[config.mk]
export PLATFORM = sky130hd
export DESIGN_NAME = sample_pacer
export DESIGN_NICKNAME = d
export VERILOG_FILES = /design/src/rtl/sample_pacer.sv
export SDC_FILE = /design/constraint.sdc
export NUM_CORES = 1
export LEC_CHECK = 0
export CAP_MARGIN = 20
export CORE_ASPECT_RATIO = 0.8
export CORE_MARGIN = 2
export CORE_UTILIZATION = 57
export CTS_CLUSTER_DIAMETER = 80
export DETAILED_ROUTE_END_ITERATION = 8
export PLACE_DENSITY = 0.91
export SYNTH_ARGS = -nofsm -noshare
export SYNTH_HDL_FRONTEND = slang
export SYNTH_SLANG_ARGS = --single-unit
[constraint.sdc]
create_clock -name clk -period 5.87 [get_ports clk]
set_clock_uncertainty 0.15 [all_clocks]
set_input_delay 1.174 -clock clk [delete_from_list [all_inputs] [get_ports clk]]
set_output_delay 1.174 -clock clk [all_outputs]
set_load 0.02 [all_outputs]
[src/rtl/sample_pacer.sv]
// Transmit-side sample pacer. Bursty 16-bit samples are buffered in a small FIFO.
// They are replayed one per slot on a fixed grid of TICK_DIV clocks. An empty
// FIFO on a slot produces a gap slot with valid_out low. Sustained starvation
// returns the block to PRIME so it can refill before output resumes.
//
//   state    | meaning
//   ---------+-----------------------------------------------------------
//   ST_PRIME | filling; no reads; tick/valid/running held low
//   ST_RUN   | one slot serviced every TICK_DIV clocks (pop or gap)
module sample_pacer #(
  parameter int DEPTH    = 8,
  parameter int TICK_DIV = 4,
  parameter int PRIME    = 2,
  parameter int MAX_MISS = 4
) (
  input  logic                     clk,
  input  logic                     reset,
  input  logic [15:0]              sample_in,
  input  logic                     valid_in,
  output logic                     ready_in,
  output logic [15:0]              sample_out,
  output logic                     valid_out,
  output logic                     tick_out,
  output logic [$clog2(DEPTH):0]   fill_level,
  output logic [15:0]              underrun_count,
  output logic                     running
);

  localparam int AW = $clog2(DEPTH);
  localparam int TW = $clog2(TICK_DIV);

  typedef enum logic {ST_PRIME, ST_RUN} state_t;

  state_t          state_q, state_d;
  logic [TW-1:0]   tick_q;
  logic [AW:0]     fill_q;
  logic [AW-1:0]   wr_ptr, rd_ptr;
  logic [2:0]      miss_q;
  logic [15:0]     mem [DEPTH];

  logic slot, push, pop, service, gap, miss_limit;

  assign slot       = (tick_q == TW'(TICK_DIV - 1));
  assign ready_in   = (fill_q != (AW+1)'(DEPTH));
  assign push       = valid_in && ready_in;
  assign fill_level = fill_q;
  assign running    = (state_q == ST_RUN);

  // State register.
  always_ff @(posedge clk or posedge reset) begin
    if (reset) state_q <= ST_PRIME;
    else       state_q <= state_d;
  end

  // Slot decision: the priming slot is serviced in the same cycle it leaves PRIME.
  always_comb begin
    state_d    = state_q;
    service    = 1'b0;
    pop        = 1'b0;
    gap        = 1'b0;
    miss_limit = 1'b0;
    case (state_q)
      ST_PRIME: begin
        if (slot && (fill_q >= (AW+1)'(PRIME))) begin
          state_d = ST_RUN;
          service = 1'b1;
          pop     = 1'b1;
        end
      end
      ST_RUN: begin
        if (slot) begin
          service = 1'b1;
          if (fill_q != '0) begin
            pop = 1'b1;
          end else begin
            gap = 1'b1;
            if (miss_q == 3'(MAX_MISS - 1)) begin
              miss_limit = 1'b1;
              state_d    = ST_PRIME;
            end
          end
        end
      end
      default: state_d = ST_PRIME;
    endcase
  end

  // Free-running slot divider, pointers, occupancy, slot outputs and miss tracking.
  always_ff @(posedge clk or posedge reset) begin
    if (reset) begin
      tick_q         <= '0;
      fill_q         <= '0;
      wr_ptr         <= '0;
      rd_ptr         <= '0;
      miss_q         <= '0;
      sample_out     <= '0;
      valid_out      <= 1'b0;
      tick_out       <= 1'b0;
      underrun_count <= '0;
    end else begin
      tick_q    <= slot ? '0 : tick_q + 1'b1;
      tick_out  <= service;
      valid_out <= pop;
      if (push) wr_ptr <= wr_ptr + 1'b1;
      if (pop) begin
        sample_out <= mem[rd_ptr];
        rd_ptr     <= rd_ptr + 1'b1;
      end
      case ({push, pop})
        2'b10:   fill_q <= fill_q + 1'b1;
        2'b01:   fill_q <= fill_q - 1'b1;
        default: fill_q <= fill_q;
      endcase
      if (gap && (underrun_count != 16'hFFFF)) underrun_count <= underrun_count + 16'd1;
      if (pop)             miss_q <= '0;
      else if (miss_limit) miss_q <= '0;
      else if (gap)        miss_q <= miss_q + 3'd1;
    end
  end

  // Sample storage; a pop reads the pre-write contents, so there is no same-cycle bypass.
  always_ff @(posedge clk) begin
    if (push) mem[wr_ptr] <= sample_in;
  end

endmodule

==> impl_metrics.yaml <==
sta:
  worstMarginPinSlew_ns: 1.08
  finalMaxSlewViolations: 0
  rsz0062_at_grt: "false"
  setup-tns-final_ns: 0
  max-slew-margin-rel: 0.283
  fin_crit_sh: 0.539
  fmax_mhz: 316
  setup_viol: 0
  hold_viol: 0
  post-route-min-period_ns: 3.16
  holdWs_ns: 0.324
placement:
  dp_cells: 601
  dp_hpwl_um: 8040
  routabilityCongestion: 0.827
  portBuffers: 58
critical_path:
  setup.worst_path.start_class: "register"
  end_kind: "output port"
  worstPathMaxFanout: 6
  crit_family: "buffers and inverters"
  path_buf_inv: 2
  arrival_ns: 1.84
  crit_path_top_delay_cell: "clkdlybuf4s50_1"
  cp_cell_sequence: "inv_1 > nand3_1 > clkdlybuf4s50_1"
  critPathKind: "register to output port"
  slowest_delay_ns: 0.63
  cp.required_ns: 4.55
  reg2reg_depth: 10
  cp.depth: 3
layout:
  stdcell_count: 632
  final_common_cell: "edfxtp_1"
  fin_nets: 497
  drive_gt1_frac: 0.196
  fillers: 706
  final_cell_mix: "128 x edfxtp_1, 58 x clkdlybuf4s50_1, 49 x dfrtp_1"
  final_core_util: 0.698
  syn_to_final_growth_pct: 19.7
  antennaDiodeCount: 0
drt:
  vias: 3790
  ant_nets: 0
  via_per_inst: 6.00
  drtIter0Drc: 383
  wl_per_cell_um: 21.7
  routed_wl_um: 13700
  drc: 0
  drtPass1Iterations: 6
floorplanning:
  die_area_mm2: 0.0134
  row_count: 36
  dieHeight_um: 104
  floorplan.initialDensity: 0.584
  core-area_mm2: 0.0122
  ioPinCount: 59
  die-width_um: 129
logic_synthesis:
  synth_nets: 425
  ys_ff_latch: 178
  synth.distinct_cells: 43
  synth_top_area_share: 0.542
  synth.largest_area_cell: "edfxtp_1"
  syn_area_mm2: 0.00710
  yosys_warnings: 0
  synth_edf_count: 128
  yosys-top-cells-area: "edfxtp_1 54%, dfrtp_1 18%, mux4_2 10%"
  seq_area_frac_synth: 0.718
  postSynthAreaPerCell_um2: 17.9
  netlist_instances: 396
  ys.flop_type: "edfxtp_1"
  synthArstFlopShare: 0.281
clocking:
  clock_latency_ns: 0.42
  cts_buffers: 17
  cts-resized-gates: 0
  post_cts_buffers: 0
  clockBufferDepth: 2
  htree_levels: 4
  clk_pin_slew_ns: 0.07
  cts_hold_buffers: 0
  clock_sinks: 178
  cts_root_buffer: "clkbuf_16"
  cts_tree: "done"
grt:
  grt_pass1_vias: 3927
  antenna_found_initial: 0
  grt_overflow_total: 0
  grt_use_total: 0.225
  grt_max_degree: 51
  grt_pass1_wl_um: 22000
pwr:
  peakVddDrop_mv: 0.244
  leakagePower_nw: 3.15
  finalPower_mw: 3.96
  power_density_mw_per_mm2: 466
status:
  status: "finished, final reports clean"
run:
  maxCapViolCount: 0
hold_path:
  min_path_cells: 1
  min_path_type: "register to register"
==> flip-flops by register name (all words and copies together), names as in the netlist <==
register	flops
sample_out	16
tick_q	2
miss_q	3
wr_ptr	3
tick_out	1
mem	128
running	1
rd_ptr	3
fill_level	4
underrun_count	16
valid_out	1
==> Yosys cell counts (3+ instances only) <==
cell,count
nand4_1,5
nand3_1,10
o21ai_0,18
xor2_1,12
mux4_2,32
edfxtp_1,128
buf_2,6
dfrtp_1,50
ha_1,9
mux2_2,4
nand2_1,28
a211oi_1,4
nor4_4,3
clkbuf_1,7
xnor2_1,8
mux2i_1,18
inv_1,8
nor2_1,10
nor3_1,5
==> metrics by stage <==
step	cell area [um^2]	setup slack, ns
global placement	7900	2.45
finish	8490	2.71
detailed placement	7920	2.39
CTS	8490	2.70
floorplan	7100	2.38
global route	8490	2.54
==> path summary, 6_finish.rpt <==
| path | start | slack, ns | endpoint |
|---|---|---|---|
| max in group asynchronous | reset | 3.99 | rd_ptr[1] |
| min in group asynchronous | reset | 1.10 | sample_out[6] |
| hold / removal | tick_q[1] | 0.32 | tick_q[1] |
| hold reg to reg | tick_q[1] | 0.32 | tick_q[1] |
| setup reg to reg | fill_level[2] | 2.74 | fill_level[3] |
| setup / recovery | fill_level[0] | 2.71 | ready_in |
==> layout make-up <==
| type | instances | area (um^2) | area share |
|---|---|---|---|
| flip-flops and latches | 178 | 5100 | 0.600 |
| clock inverters | 14 | 154 | 0.0181 |
| inverters | 8 | 30.0 | 0.00354 |
| well taps | 152 | 190 | 0.0224 |
| clock buffers | 17 | 425 | 0.0501 |
| multi-input cells | 194 | 1920 | 0.226 |
| repair buffers | 69 | 676 | 0.0795 |
==> cell families (layout without fill, tap and decap cells) <==
| logic type | Yosys count | in the layout | synth area share |
|---|---|---|---|
| simple gates | 77 | 77 | 0.0608 |
| buf+inv | 24 | 108 | 0.0159 |
| mux | 54 | 54 | 0.133 |
| xor+xnor | 20 | 20 | 0.0247 |
| compound gates | 33 | 33 | 0.0289 |
| flops | 178 | 178 | 0.718 |
| fa+ha+maj | 10 | 10 | 0.0187 |
==> metal layers <==
metal | share of wire | global-route usage
met1 | 0.40 | 0.303
met5 | 0 | 0
met4 | 0.020 | 0.0683
met3 | 0.058 | 0.0635
met2 | 0.52 | 0.361
==> where the power goes <==
group | switching (mW) | leakage (nW) | total (mW) | internal (mW)
Sequential | 0.200 | 1.79 | 1.79 | 1.59
Clock | 0.473 | 0.277 | 1.10 | 0.630
Combinational | 0.526 | 1.08 | 1.07 | 0.540
Power figures use the tool's default switching activity.
